**config.mk**
```make
export PLATFORM = sky130hd
export DESIGN_NAME = fp32_div_seq
export DESIGN_NICKNAME = d
export VERILOG_FILES = /design/src/rtl/fp32_div_seq.sv
export SDC_FILE = /design/constraint.sdc
export NUM_CORES = 1
export LEC_CHECK = 0
export ABC_AREA = 1
export BUFFER_PORTS_ARGS = -buffer_cell sky130_fd_sc_hd__buf_4
export CELL_PAD_IN_SITES_DETAIL_PLACEMENT = 1
export CELL_PAD_IN_SITES_GLOBAL_PLACEMENT = 2
export CORE_UTILIZATION = 34
export CTS_BUF_LIST = sky130_fd_sc_hd__clkbuf_8 sky130_fd_sc_hd__clkbuf_16
export DETAILED_ROUTE_END_ITERATION = 10
export PLACE_DENSITY = 0.85
export REMOVE_ABC_BUFFERS = 1
export SYNTH_ARGS = -nofsm -noshare
export SYNTH_HDL_FRONTEND = slang
export SYNTH_SLANG_ARGS = --single-unit
```
**constraint.sdc**
```tcl
create_clock -name clk -period 5 [get_ports clk]
set_input_delay 0.5 -clock clk [delete_from_list [all_inputs] [get_ports clk]]
set_output_delay 0.5 -clock clk [all_outputs]
set_load 0.005 [all_outputs]
```
**src/rtl/fp32_div_seq.sv**
```systemverilog
// Sequential binary32 divider: restoring division on 24-bit significands,
// one quotient bit per cycle, truncating, with start/busy/done handshake.
module fp32_div_seq (
    input  logic        clk,
    input  logic        rst,
    input  logic        start,
    input  logic [31:0] a,
    input  logic [31:0] b,
    output logic        busy,
    output logic        done,
    output logic [31:0] res,
    output logic        exception,
    output logic        overflow,
    output logic        underflow
);
    // state | meaning
    // IDLE  | waiting for start
    // DIV   | one restoring iteration per cycle, 25 in total
    // PACK  | normalise, register result and flags, pulse done
    typedef enum logic [1:0] {IDLE, DIV, PACK} state_t;

    state_t      state_q, state_d;
    logic [24:0] r_q, r_d;
    logic [24:0] q_q, q_d;
    logic [23:0] mb_q, mb_d;
    logic [4:0]  cnt_q, cnt_d;
    logic [9:0]  exp_q, exp_d;
    logic        sign_q, sign_d;
    logic        sp_exc_q, sp_exc_d;
    logic        sp_zero_q, sp_zero_d;
    logic [31:0] res_q, res_d;
    logic        exception_q, exception_d;
    logic        overflow_q, overflow_d;
    logic        underflow_q, underflow_d;
    logic        done_q, done_d;

    logic        in_exc, in_zero;
    logic        q_bit;
    logic [24:0] r_rem;
    logic [9:0]  e_norm;
    logic [22:0] frac;

    assign in_exc  = (a[30:23] == 8'hFF) || (b[30:23] == 8'hFF) || (b[30:23] == 8'h00);
    assign in_zero = (a[30:23] == 8'h00);

    assign q_bit  = (r_q >= {1'b0, mb_q});
    assign r_rem  = q_bit ? (r_q - {1'b0, mb_q}) : r_q;
    assign e_norm = q_q[24] ? exp_q : (exp_q - 10'd1);
    assign frac   = q_q[24] ? q_q[23:1] : q_q[22:0];

    always_comb begin
        state_d     = state_q;
        r_d         = r_q;
        q_d         = q_q;
        mb_d        = mb_q;
        cnt_d       = cnt_q;
        exp_d       = exp_q;
        sign_d      = sign_q;
        sp_exc_d    = sp_exc_q;
        sp_zero_d   = sp_zero_q;
        res_d       = res_q;
        exception_d = exception_q;
        overflow_d  = overflow_q;
        underflow_d = underflow_q;
        done_d      = 1'b0;

        case (state_q)
            IDLE: begin
                if (start) begin
                    sign_d    = a[31] ^ b[31];
                    r_d       = {2'b01, a[22:0]};
                    mb_d      = {1'b1, b[22:0]};
                    q_d       = 25'd0;
                    cnt_d     = 5'd0;
                    exp_d     = {2'b00, a[30:23]} - {2'b00, b[30:23]} + 10'd127;
                    sp_exc_d  = in_exc;
                    sp_zero_d = in_zero && !in_exc;
                    state_d   = (in_exc || in_zero) ? PACK : DIV;
                end
            end
            DIV: begin
                r_d = {r_rem[23:0], 1'b0};
                q_d = {q_q[23:0], q_bit};
                if (cnt_q == 5'd24) begin
                    state_d = PACK;
                end else begin
                    cnt_d = cnt_q + 5'd1;
                end
            end
            PACK: begin
                exception_d = 1'b0;
                overflow_d  = 1'b0;
                underflow_d = 1'b0;
                if (sp_exc_q) begin
                    res_d       = 32'h0000_0000;
                    exception_d = 1'b1;
                end else if (sp_zero_q) begin
                    res_d = 32'h0000_0000;
                end else if ($signed(e_norm) >= 10'sd255) begin
                    res_d      = {sign_q, 8'hFF, 23'd0};
                    overflow_d = 1'b1;
                end else if ($signed(e_norm) <= 10'sd0) begin
                    res_d       = {sign_q, 31'd0};
                    underflow_d = 1'b1;
                end else begin
                    res_d = {sign_q, e_norm[7:0], frac};
                end
                done_d  = 1'b1;
                state_d = IDLE;
            end
            default: state_d = IDLE;
        endcase
    end

    always_ff @(posedge clk) begin
        if (rst) begin
            state_q     <= IDLE;
            r_q         <= '0;
            q_q         <= '0;
            mb_q        <= '0;
            cnt_q       <= '0;
            exp_q       <= '0;
            sign_q      <= 1'b0;
            sp_exc_q    <= 1'b0;
            sp_zero_q   <= 1'b0;
            res_q       <= '0;
            exception_q <= 1'b0;
            overflow_q  <= 1'b0;
            underflow_q <= 1'b0;
            done_q      <= 1'b0;
        end else begin
            state_q     <= state_d;
            r_q         <= r_d;
            q_q         <= q_d;
            mb_q        <= mb_d;
            cnt_q       <= cnt_d;
            exp_q       <= exp_d;
            sign_q      <= sign_d;
            sp_exc_q    <= sp_exc_d;
            sp_zero_q   <= sp_zero_d;
            res_q       <= res_d;
            exception_q <= exception_d;
            overflow_q  <= overflow_d;
            underflow_q <= underflow_d;
            done_q      <= done_d;
        end
    end

    assign busy      = (state_q != IDLE);
    assign done      = done_q;
    assign res       = res_q;
    assign exception = exception_q;
    assign overflow  = overflow_q;
    assign underflow = underflow_q;
endmodule

```
==> results.cfg, run 1 <==
[global_route]
grt.total_usage_pct = 21.49
grt_pass1_vias = 8078
grt_max_degree = 77
grt_first_pass_wirelength_mm = 41.08
antenna_found_initial = 0
grt-ovfl-total = 0

[clock_tree]
cts_inserted_buffers = 17
cts_hold_buf = 0
clk_pin_slew_worst_paths_ns = 0.06
cts_resized = 0
postCtsSetupRepairBufs = 0
clk_latency_ns = 0.43
cts-htree-levels = 4
cts_tree = yes
cts_max_path_buffers = 2
cts.sinks = 130
cts_root_buffer = clkbuf_16

[place]
dpl.cell_count = 1634
io_buffer_count = 103
place.gp.congestion = 0.8716
dp_hpwl_mm = 18.24

[sta]
min_period_ns = 3.074
finalSetupTns_ns = 0
hold_viol = 0
setup_viol = 0
fin_skew_ns = 0.01517
slew_headroom_pct = 31.34
rsz0062_at_grt = no
fmax_mhz = 325.3
timing.final.max_slew_violations = 0
period_share_pct = 61.49
worst_pin_slew_ns = 1.029

[logic_synthesis]
yosysTopAreaCell = dfxtp_1
synth_edf_count = 0
yosysMostFrequentCell = nand2_1
yosysTopAreaCellShare_pct = 32.43
yosysUniqueCellTypes = 44
synth_xor_area_share_pct = 1.964
syn_avg_cell_area_um2 = 6.410
synth_top_family_by_area = simple AND/OR/NAND/NOR gates
ys_ff_latch = 130
async_flop_share_pct = 0
yosysSeqAreaShare_pct = 32.43
synth_cells = 1252
synth_warnings = 0
synth_commonest_cells = 375 x nand2_1, 190 x inv_1, 130 x dfxtp_1
mappedNetlistArea_um2 = 8025
yosys.area_share.adder_pct = 6.112
synth_area_leaders = dfxtp_1 32%, nand2_1 18%, inv_1 8.9%, a21oi_1 5.8%, ha_1 5.6%
synth-simple-area-share_pct = 31.85
synth-compound-area-share_pct = 16.20
synth-main-ff-cell = dfxtp_1
yosys-mux-area-fraction_pct = 0

[route]
vias_per_cell = 4.914
wl_per_cell_um = 15.22
vias = 8186
drt_wl_total_mm = 25.36
drc = 0
dr.pass1.iters = 5
drtIter0Drc = 333
ant_nets = 0

[pwr]
p_per_area_nw_per_um2 = 389.3
power.leakage_uw = 0.004496
total_power_uw = 3779
vdd_drop_max_mv = 0.2047

[critical_path]
worstPathMaxFanout = 18
reg2reg_depth = 14
cp_num_cells = 14
path_common_cell = nand2_1
critical_path_arrival_ns = 3.40
r2r-end = r_q[5]
start_kind = flop
crit_slowest_cell = nand3_2
path_cells = inv_1 > ha_1 > nand2_1 > nor2_1 > inv_1 > nor3_1 > nand2_1 > nand3_2 > buf_4 > nand2_1 > o21ai_0 > nand2_1 > nand2_1 > inv_1
critical_path_class = flop to flop
required_ns = 5.32
r2r-start = mb_q[18]
cpLargestDelayFamily = simple AND/OR/NAND/NOR gates
r2r_slack_ns = 1.93
crit_buf_inv = 4
slowest_delay_ns = 0.50
endpoint_kind = flop

[finish]
antennaDiodeCount = 0
drive_gt1_share_pct = 13.82
fill_cells = 3018
nNetsFinal = 1445
fin_cells = 1666
area_delta_synth_final_pct = 20.95

[worst_hold_path]
hold_end = mb_q[15]
hold_class = input pin to flop
worstHoldPathCells = 3
hold_start = b[15]

[die]
ios = 104
die_x_um = 155.6
dieArea_um2 = 24220
die_h_um = 155.6
start_util_pct = 35.02
num_rows = 55
core-area_um2 = 22920

[job]
cap_viol_max_count = 0

[status]
status = finished, final reports clean
## sequential cells by signal, summed over array words and instances (netlist names)
| signal | flops |
|---|---|
| res | 32 |
| q_q | 25 |
| r_q | 25 |
| mb_q | 24 |
| exp_q | 10 |
| cnt_q | 5 |
| state_q | 2 |
| done | 1 |
| exception | 1 |
| overflow | 1 |
| sign_q | 1 |
| sp_exc_q | 1 |
| sp_zero_q | 1 |
| underflow | 1 |
## tightest hold or removal path: stages
cell     delay [ns]
buf_4          0.07
nand2_1        0.04
o21ai_0        0.05
## cells by family after synthesis
kind of cell	Yosys count
and+or+nand+nor	599
buffers and inverters	238
AOI/OAI and AO/OA	229
DFF	130
adders and majority gates	38
xor gates and xnor gates	18
## placed cells by master, fill, tap and decap left out, drive strengths merged, types with 3 or more instances in the layout
cell / instances
a21oi: 104
a221oi: 5
buf: 114
bufinv: 3
clkbuf: 18
dfxtp: 130
ha: 36
inv: 200
nand2: 386
nand3: 64
nand3b: 4
nand4: 38
nor2: 89
nor3: 10
o211ai: 3
o21ai: 90
o32ai: 12
or2: 4
xnor2: 8
xor2: 10
## power breakdown
part / switching [µW] / internal [µW] / leakage (µW)
clock network: 537 / 807 / 0.000304
logic: 853 / 434 / 0.00313
registers: 46.4 / 1100 / 0.00106
## per-stage QoR
step	utilization [%]	instance area (µm²)	setup WS (ns)	hold slack (ns)
2_1_floorplan	-	7831	1.340	0.4286
3_3_place_gp	39.66	9089	2.092	0.4502
3_5_place_dp	39.66	9089	2.015	0.4585
4_1_cts	42.36	9707	1.963	0.2578
5_1_grt	42.36	9707	1.678	0.2723
6_report	42.36	9707	1.926	0.2696
## worst max path at each step
| stage | from | to | slack [ns] |
|---|---|---|---|
| after CTS | mb_q[19] | r_q[5] | 1.96 |
| after detailed placement | mb_q[19] | r_q[8] | 2.01 |
| after global routing | mb_q[8] | r_q[5] | 1.68 |
| after floorplan | state_q[0] | r_q[7] | 1.34 |
| after global placement | mb_q[19] | r_q[8] | 2.09 |
| final | mb_q[18] | r_q[5] | 1.93 |
## final cells by class
type	count	area [µm²]	area share [%]
Tap cell	313	391.6	4.035
Clock buffer	18	439.2	4.524
Inverter	193	724.4	7.463
Sequential cell	130	2603	26.81
Multi-Input combinational cell	884	4514	46.51
Timing Repair Buffer	114	855.8	8.817
Clock inverter	14	178.9	1.843
## layer usage
metal,up-vias,global-route usage (%),part of all wire (%)
li1,4209,-,-
met1,3879,28.35,50
met2,87,36.94,47
met3,11,3.417,2.2
met4,0,4.202,0.60
met5,-,0,0
(Power assumes the default switching activity.)
==> run 2, diff against run 1 <==
--- a/config.mk
+++ b/config.mk
@@ -9,10 +9,10 @@
 export BUFFER_PORTS_ARGS = -buffer_cell sky130_fd_sc_hd__buf_4
 export CELL_PAD_IN_SITES_DETAIL_PLACEMENT = 1
 export CELL_PAD_IN_SITES_GLOBAL_PLACEMENT = 2
-export CORE_UTILIZATION = 34
+export CORE_UTILIZATION = 29
 export CTS_BUF_LIST = sky130_fd_sc_hd__clkbuf_8 sky130_fd_sc_hd__clkbuf_16
 export DETAILED_ROUTE_END_ITERATION = 10
-export PLACE_DENSITY = 0.85
+export PLACE_DENSITY = 0.77
 export REMOVE_ABC_BUFFERS = 1
 export SYNTH_ARGS = -nofsm -noshare
 export SYNTH_HDL_FRONTEND = slang
==> constraint.sdc (replaced) <==
create_clock -name clk -period 2.5 [get_ports clk]
set_input_delay 0.25 -clock clk [delete_from_list [all_inputs] [get_ports clk]]
set_output_delay 0.25 -clock clk [all_outputs]
set_load 0.005 [all_outputs]
==> results.cfg, run 2 (synthesis results as in run 1) <==
[sta]
slew_headroom_pct = 46.44
min_period_ns = 2.248
timing.final.max_slew_violations = 0
worst_pin_slew_ns = 0.8034
hold_viol = 0
hold_ws_ns = 0.02175
rsz0062_at_grt = no
period_share_pct = 89.93
setup_viol = 0
fin_skew_ns = 0.01445
finalSetupTns_ns = 0
fmax_mhz = 444.8

[job]
cap_viol_max_count = 0

[critical_path]
r2r-start = mb_q[13]
path_cells = inv_1 > ha_1 > nand2_1 > nor2_1 > nand2_1 > nor3_1 > nand2_1 > nand3_4 > buf_12 > nand3_1 > nand3_1 > a21oi_1
crit_buf_inv = 2
path_common_cell = nand2_1
worstPathMaxFanout = 12
crit_slowest_cell = ha_1
endpoint_kind = flop
start_kind = flop
cpLargestDelayFamily = simple AND/OR/NAND/NOR gates
slowest_delay_ns = 0.35
critical_path_class = flop to flop
critPathLaunch = mb_q[13]
r2r_slack_ns = 0.25
critical_path_arrival_ns = 2.55
required_ns = 2.81

[die]
dieArea_um2 = 28340
ios = 104
num_rows = 60
start_util_pct = 29.69
die_x_um = 168.4
die_h_um = 168.4
core-area_um2 = 27030

[place]
place_area_um2 = 9326
dpl.cell_count = 1684
place.gp.congestion = 0.8372
dp_hpwl_mm = 19.59
io_buffer_count = 103

[finish]
fin_cells = 1717
register_area_um2 = 2603
layout_common_cells = 375 x nand2_1, 190 x inv_1, 133 x buf_4
final_area_um2 = 9920
nNetsFinal = 1467
drive_gt1_share_pct = 15.35
largest_reg_flops = 32
final_common_cell = nand2_1
area_delta_synth_final_pct = 23.60
multi_input_area_um2 = 4522
fill_cells = 3520

[route]
vias_per_cell = 4.771
dr.pass1.iters = 5
drtIter0Drc = 301
vias = 8192
ant_nets = 0
wl_per_cell_um = 15.32
drt_wl_total_mm = 26.31
drc = 0

[clock_tree]
cts-htree-levels = 4
cts_hold_buf = 0
cts.sinks = 130
cts_root_buffer = clkbuf_16
clk_pin_slew_worst_paths_ns = 0.07
cts_tree = yes
cts_max_path_buffers = 2
clk_latency_ns = 0.43
cts_inserted_buffers = 17

[global_route]
grt_first_pass_wirelength_mm = 43.19
grt_pass1_vias = 8405
grt.total_usage_pct = 19.23
grt-ovfl-total = 0
antenna_found_initial = 1
grt_max_degree = 66

[pwr]
power.leakage_uw = 0.004590
p_per_area_nw_per_um2 = 764.1
total_power_uw = 7579
vdd_drop_max_mv = 0.4122

[worst_hold_path]
hold_start = b[9]
hold_class = input pin to flop

[status]
status = finished, final reports clean
[run 2: final timing paths]
check	depth (start not counted)	end
worst max-delay path	12	r_q[21]
worst min register to register	2	res[31]
worst min-delay path	3	mb_q[9]
worst max register to register	12	r_q[21]
[run 2: worst register-to-register path: stages, from the launching register on]
cell and delay, ns:
dfxtp_1 0.31, inv_1 0.05, ha_1 0.35, nand2_1 0.10, nor2_1 0.19, nand2_1 0.10, nor3_1 0.23, nand2_1 0.16
nand3_4 0.19, buf_12 0.16, nand3_1 0.13, nand3_1 0.10, a21oi_1 0.07
[run 2: layout make-up]
| type | count | area share [%] |
|---|---|---|
| Multi-Input combinational cell | 884 | 45.59 |
| Sequential cell | 130 | 26.24 |
| Timing Repair Buffer | 136 | 10.67 |
| Inverter | 193 | 7.303 |
| Tap cell | 341 | 4.301 |
| Clock buffer | 17 | 4.289 |
| Clock inverter | 15 | 1.589 |
| Antenna cell | 1 | 0.02523 |
[run 2: stage by stage]
| step | setup slack [ns] | util (%) |
|---|---|---|
| 6_report | 0.2517 | 36.70 |
| 5_1_grt | 0.02222 | 36.70 |
| 4_1_cts | 0.2376 | 36.67 |
| 3_5_place_dp | 0.07206 | 34.51 |
| 3_3_place_gp | 0.1640 | 34.51 |
| 2_1_floorplan | -1.160 | - |
[run 2: what timing repair did]
| action | in CTS | in global routing |
|---|---|---|
| setup endpoints to repair | 0 | 2 |
| gates resized for setup | 0 | 1 |
| buffers inserted | 0 | 0 |
[run 2: layer usage]
metal  routed length [µm]  global-route usage, %  vias up
met5                    0                      0        -
met1                12530                  24.22     3811
li1                     -                      -     4255
met4                  332                  5.375        0
met2                12840                  34.08      108
met3                  606                  2.586       18
[run 2: report_power, final]
group	switching, µW	internal, µW
Sequential	87.4	2200
Combinational	1770	990
Clock	1200	1340
